File: src/rtl/sparc_ifu_thrsched.sv
// Round-robin thread scheduler for the IFU: issues one-hot schedule pulses to
// eligible threads and preempts the running thread with switch_out once its quantum is spent.
module sparc_ifu_thrsched #(
  parameter int NTHR    = 4,
  parameter int QUANTUM = 8,
  parameter int CW      = 4
) (
  input  logic              clk,
  input  logic              rst_n,
  input  logic [NTHR*5-1:0] thr_state,
  input  logic              fcl_hold,
  output logic [NTHR-1:0]   schedule,
  output logic              switch_out,
  output logic [NTHR-1:0]   cur_thr,
  output logic              cur_vld,
  output logic              illegal_st
);

  localparam int IW = (NTHR > 1) ? $clog2(NTHR) : 1;
  localparam logic [CW-1:0] QCNT = CW'(QUANTUM);

  localparam logic [4:0] ST_IDLE     = 5'b00000;
  localparam logic [4:0] ST_HALT     = 5'b00010;
  localparam logic [4:0] ST_RDY      = 5'b11001;
  localparam logic [4:0] ST_RUN      = 5'b00101;
  localparam logic [4:0] ST_WAIT     = 5'b00001;
  localparam logic [4:0] ST_SPEC_RDY = 5'b10011;
  localparam logic [4:0] ST_SPEC_RUN = 5'b00111;

  typedef enum logic [1:0] {S_IDLE, S_SCHED, S_RUN, S_SWOUT} state_t;

  state_t          state;
  logic [CW-1:0]   cnt;
  logic [IW-1:0]   rr_ptr;

  logic [NTHR-1:0] elig_rdy;
  logic [NTHR-1:0] elig_spec;
  logic [NTHR-1:0] eligible;
  logic [NTHR-1:0] running;
  logic [NTHR-1:0] legal;
  logic [IW-1:0]   pick;
  logic            any_elig;
  logic            cur_run;
  logic            other_elig;

  // First requester found searching upward from ptr+1, wrapping at NTHR.
  function automatic logic [IW-1:0] rr_pick(input logic [NTHR-1:0] req,
                                            input logic [IW-1:0]   ptr);
    logic [IW-1:0] r;
    logic [IW-1:0] idx;
    logic          found;
    r     = '0;
    found = 1'b0;
    for (int k = 1; k <= NTHR; k++) begin
      idx = IW'((int'(ptr) + k) % NTHR);
      if (!found && req[idx]) begin
        r     = idx;
        found = 1'b1;
      end
    end
    return r;
  endfunction

  always_comb begin
    elig_rdy  = '0;
    elig_spec = '0;
    running   = '0;
    legal     = '0;
    for (int i = 0; i < NTHR; i++) begin
      elig_rdy[i]  = (thr_state[5*i +: 5] == ST_RDY);
      elig_spec[i] = (thr_state[5*i +: 5] == ST_SPEC_RDY);
      running[i]   = (thr_state[5*i +: 5] == ST_RUN) ||
                     (thr_state[5*i +: 5] == ST_SPEC_RUN);
      legal[i]     = thr_state[5*i +: 5] inside {ST_IDLE, ST_HALT, ST_RDY, ST_RUN,
                                                 ST_WAIT, ST_SPEC_RDY, ST_SPEC_RUN};
    end
    eligible   = elig_rdy | elig_spec;
    any_elig   = |eligible;
    // Ready threads always win over speculative-ready ones, regardless of rr order.
    pick       = rr_pick((|elig_rdy) ? elig_rdy : elig_spec, rr_ptr);
    cur_run    = |(running & cur_thr);
    other_elig = |(eligible & ~cur_thr);
  end

  always_ff @(posedge clk) begin
    if (!rst_n) begin
      state      <= S_IDLE;
      cnt        <= '0;
      rr_ptr     <= IW'(NTHR - 1);
      schedule   <= '0;
      switch_out <= 1'b0;
      cur_thr    <= '0;
      cur_vld    <= 1'b0;
      illegal_st <= 1'b0;
    end else begin
      illegal_st <= |(~legal);
      schedule   <= '0;
      switch_out <= 1'b0;
      case (state)
        S_IDLE: begin
          cur_vld <= 1'b0;
          cur_thr <= '0;
          if (any_elig && !fcl_hold) begin
            schedule <= NTHR'(1) << pick;
            cur_thr  <= NTHR'(1) << pick;
            cur_vld  <= 1'b1;
            rr_ptr   <= pick;
            state    <= S_SCHED;
          end
        end
        S_SCHED: begin
          // While the pulse is still out the thread FSM has not moved yet.
          if (schedule == '0) begin
            if (cur_run) begin
              state <= S_RUN;
              cnt   <= CW'(1);
            end else begin
              state   <= S_IDLE;
              cur_vld <= 1'b0;
              cur_thr <= '0;
            end
          end
        end
        S_RUN: begin
          if (cnt < QCNT) cnt <= cnt + CW'(1);
          if (!cur_run) begin
            state   <= S_IDLE;
            cur_vld <= 1'b0;
            cur_thr <= '0;
          end else if (cnt >= QCNT && other_elig && !fcl_hold) begin
            switch_out <= 1'b1;
            state      <= S_SWOUT;
          end
        end
        S_SWOUT: begin
          if (!cur_run) begin
            state   <= S_IDLE;
            cur_vld <= 1'b0;
            cur_thr <= '0;
          end
        end
        default: state <= S_IDLE;
      endcase
    end
  end

endmodule

File: config.mk
export PLATFORM = sky130hd
export DESIGN_NAME = sparc_ifu_thrsched
export DESIGN_NICKNAME = d
export VERILOG_FILES = /design/src/rtl/sparc_ifu_thrsched.sv
export SDC_FILE = /design/constraint.sdc
export NUM_CORES = 1
export LEC_CHECK = 0
export ABC_CLOCK_PERIOD_IN_PS = 2100
export BUFFER_PORTS_ARGS = -buffer_cell sky130_fd_sc_hd__buf_2
export CAP_MARGIN = 10
export CELL_PAD_IN_SITES_DETAIL_PLACEMENT = 0
export CELL_PAD_IN_SITES_GLOBAL_PLACEMENT = 1
export CORE_MARGIN = 2
export CORE_UTILIZATION = 38
export DETAILED_ROUTE_END_ITERATION = 16
export PLACE_DENSITY_LB_ADDON = 0.1
export SYNTH_ARGS = -nofsm -noshare
export SYNTH_HDL_FRONTEND = slang
export SYNTH_SLANG_ARGS = --single-unit
File: constraint.sdc
create_clock -name clk -period 2.1 [get_ports clk]
set_input_delay 0.21 -clock clk [delete_from_list [all_inputs] [get_ports clk]]
set_output_delay 0.21 -clock clk [all_outputs]
set_load 0.01 [all_outputs]
==> impl_metrics.toml <==
[clocking]
root_buffer = "clkbuf_4"
clk_path_buf_depth = 2
clkSinkCount = 19
cts_htree_levels = 1
tritoncts = "yes"
holdBufCountCts = 0
clock_latency_ns = 0.29
cts_buffers = 3
path_clk_slew_ns = 0.11

[setup_path]
reg2reg_from = "schedule[1]$_SDFF_PN0_"
r2r_slack_ns = 0.21
worstPathBufferInverterCount = 0
reg2reg_depth = 6
start_kind = "flop"
r2r-end = "cnt[2]$_SDFFE_PN0P_"
cp_max_fo = 2
crit_slowest_cell = "or4b_2"
crit_type = "reg2reg"
crit_family = "simple AND/OR/NAND/NOR gates"
worstPathArrival_ns = 2.12
required_ns = 2.33
crit_top_cell = "a21oi_1"
critPathMaxStageDelay_ns = 0.63
endpoint_kind = "flop"
crit_chain = "nor4_2, nand2_1, nor2_1, a21oi_1, or4b_2, a21oi_1"

[place]
portBuffers = 33
place_congestion = 0.889
dpl.hpwl_mm = 2.85

[grt]
track_usage = 0.185
grt_max_degree = 12
gr-total-overflow = 0
grt_pass1_vias = 1302
grt_pass1_wl_mm = 5.92
grt_antenna_before_repair = 0

[timing]
fin_crit_sh = 0.898
fin_tns_setup_ns = 0
report.final.slew_viol_count = 0
max_freq_mhz = 530
hold_viol = 0
finClkSkew_ns = 0.00274
worst_pin_slew_ns = 0.393
slew_headroom = 0.737
period_minus_slack_ns = 1.89
rsz0062_at_grt = "no"
setup_viol = 0

[finish]
syn_to_final_growth_pct = 23.4
finish.utilization = 0.485
drive_above_1_share = 0.274
diodes = 0
n_fill_cell = 345
num-nets-final = 234

[floorplanning]
fp.dieH_um = 62.8
die_area_um2 = 3940
core_area_um2 = 3340
die_w_um = 62.8
rows = 21
start_util = 0.393
io-pin-count = 34

[logic_synthesis]
yosys.area_share.adder = 0.0191
synthMuxAreaShare = 0
async_reset_ff_frac = 0
ys_ff_latch = 19
yosysSeqAreaShare = 0.290
synth.avg_cell_area_um2 = 7.91
syn-instance-count = 166
synthesis.area_um2 = 1310
ys_warn_count = 0
synth_xor_area_frac = 0.0200
synth_top_family_by_area = "simple AND/OR/NAND/NOR gates"
synth_nets = 191
synth_edf_count = 0
yosysUniqueCellTypes = 48
synth_flop_cell = "dfxtp_1"
synth_compound_area_frac = 0.305
yosys.area_share.simple = 0.338

[hold_path]
holdPathEnd = "rr_ptr[1]$_SDFFE_PN1P_"
hold_class = "in2reg"
hp-start = "rst_n"
hold_depth = 2

[run_status]
outcome = "complete, no violations"

[drt]
wl_per_cell_um = 14.0
antenna_left = 0
vias = 1449
remaining_drc_errors = 0
drtIter0Drc = 103
dr.pass1.iters = 6
routed_wl_mm = 3.55
avgViaCountPerCell = 5.70

[power]
power.leakage_nw = 0.660
power.density_nw_per_um2 = 448
power_w = 0.000726
irDropWorstVdd_uv = 340

[job]
drv_cap = 0
## state kept, by name (all words and copies together), names as in the netlist
signal,cells
illegal_st,1
state,2
cnt,4
cur_thr,4
rr_ptr,2
schedule,4
cur_vld,1
switch_out,1
## timing repair
item / 4_1_cts / 5_1_grt
gates resized for setup: 0 / 1
buffers inserted: 0 / 0
setup endpoints to repair: 0 / 1
endpoints found under the hold margin: 0 / 0
## per-stage QoR
stage	cells	setup slack (ns)	cell area (µm²)	hold WS (ns)
after floorplan	166	0.246	1310	0.299
after detailed placement	250	0.0863	1590	0.469
after global placement	250	0.119	1590	0.469
after CTS	254	0.112	1610	0.148
final	254	0.214	1620	0.167
after global routing	254	0.0639	1620	0.166
## how the worst max path moves through the flow
stage	startpoint	end	slack (ns)	depth (start not counted)
global placement	thr_state[9]	cur_thr[2]$_SDFFE_PN0P_	0.12	7
detailed placement	thr_state[9]	cur_thr[2]$_SDFFE_PN0P_	0.09	7
global route	schedule[1]$_SDFF_PN0_	cnt[2]$_SDFFE_PN0P_	0.06	6
floorplan	schedule[1]$_SDFF_PN0_	cnt[2]$_SDFFE_PN0P_	0.25	6
CTS	schedule[1]$_SDFF_PN0_	cnt[2]$_SDFFE_PN0P_	0.11	6
finish	schedule[1]$_SDFF_PN0_	cnt[2]$_SDFFE_PN0P_	0.21	6
## logic make-up (layout without fill, tap and decap cells)
| kind of cell | after synthesis | count (layout) |
|---|---|---|
| and+or+nand+nor | 76 | 76 |
| AOI/OAI and AO/OA | 57 | 57 |
| DFF | 19 | 19 |
| buffers and inverters | 9 | 51 |
| xor gates and xnor gates | 3 | 3 |
| adders and majority gates | 2 | 2 |
## layer usage
| layer | wire length, µm | GRT usage | share of wire |
|---|---|---|---|
| met1 | 1750 | 0.251 | 0.49 |
| met2 | 1670 | 0.313 | 0.47 |
| met3 | 126 | 0.0414 | 0.036 |
| met4 | 9 | 0.0167 | 0.0025 |
| met5 | 0 | 0 | 0 |
## report_power, final
group	total [W]	leakage, nW	internal [W]	switching, W
Clock	0.000181	0.0177	0.0000709	0.000110
Combinational	0.000168	0.488	0.0000711	0.0000967
Sequential	0.000377	0.154	0.000369	0.00000835
Total	0.000726	0.660	0.000511	0.000215
## worst reg2reg max path, delay by kind of cell, from the launching register on
kind,cells,cell delay [ns]
and+or+nand+nor,4,1.21
AOI/OAI and AO/OA,2,0.28
DFF,1,0.33
## Yosys cell counts, types with 3 or more instances
master    number  area share
nor4_1         8       0.038
nor2_1        17       0.049
nand4_1        6       0.029
dfxtp_1       19        0.29
nand4b_1       3       0.020
a21oi_1       21       0.080
nand2b_1       3       0.014
nand2_1       10       0.029
o22ai_1        7       0.033
nand3_1        4       0.015
a32o_1         3       0.023
inv_1          5       0.014
nor2b_1        9       0.043
xor2_1         3       0.020
o21ai_0        4       0.015
## layout make-up
class	count	area [µm²]	share of cell area
Timing Repair Buffer	42	233	0.144
Clock buffer	3	22.5	0.0139
Clock inverter	1	5.00	0.00309
Tap cell	46	57.6	0.0355
Multi-Input combinational cell	138	902	0.557
Inverter	5	18.8	0.0116
Sequential cell	19	380	0.235
## layout by cell type (no fill, tap or decap), types with 2 or more instances in the layout
| cell | synthesis | routed |
|---|---|---|
| o221a_2 | 2 | 2 |
| o31ai_1 | 2 | 2 |
| nand3_1 | 4 | 4 |
| buf_4 | 0 | 9 |
| a21oi_1 | 21 | 21 |
| and3_1 | 2 | 2 |
| nor4_1 | 8 | 7 |
| clkbuf_4 | 0 | 3 |
| xor2_1 | 3 | 3 |
| nand2_1 | 10 | 10 |
| ha_1 | 2 | 2 |
| buf_2 | 1 | 33 |
| o21ai_0 | 4 | 4 |
| nor3_1 | 2 | 2 |
| o41a_1 | 2 | 2 |
| nor2_1 | 17 | 17 |
| nor2b_1 | 9 | 9 |
| a32o_1 | 3 | 3 |
| inv_1 | 5 | 5 |
| nand2b_1 | 3 | 3 |
| nand3b_1 | 2 | 2 |
| dfxtp_1 | 19 | 19 |
| nand4_1 | 6 | 6 |
| o41ai_1 | 2 | 2 |
| o22ai_1 | 7 | 7 |
| o221ai_1 | 2 | 2 |
| nand4b_1 | 3 | 3 |
| o211ai_1 | 2 | 2 |
Note: power is estimated with default switching activity, not from simulation.
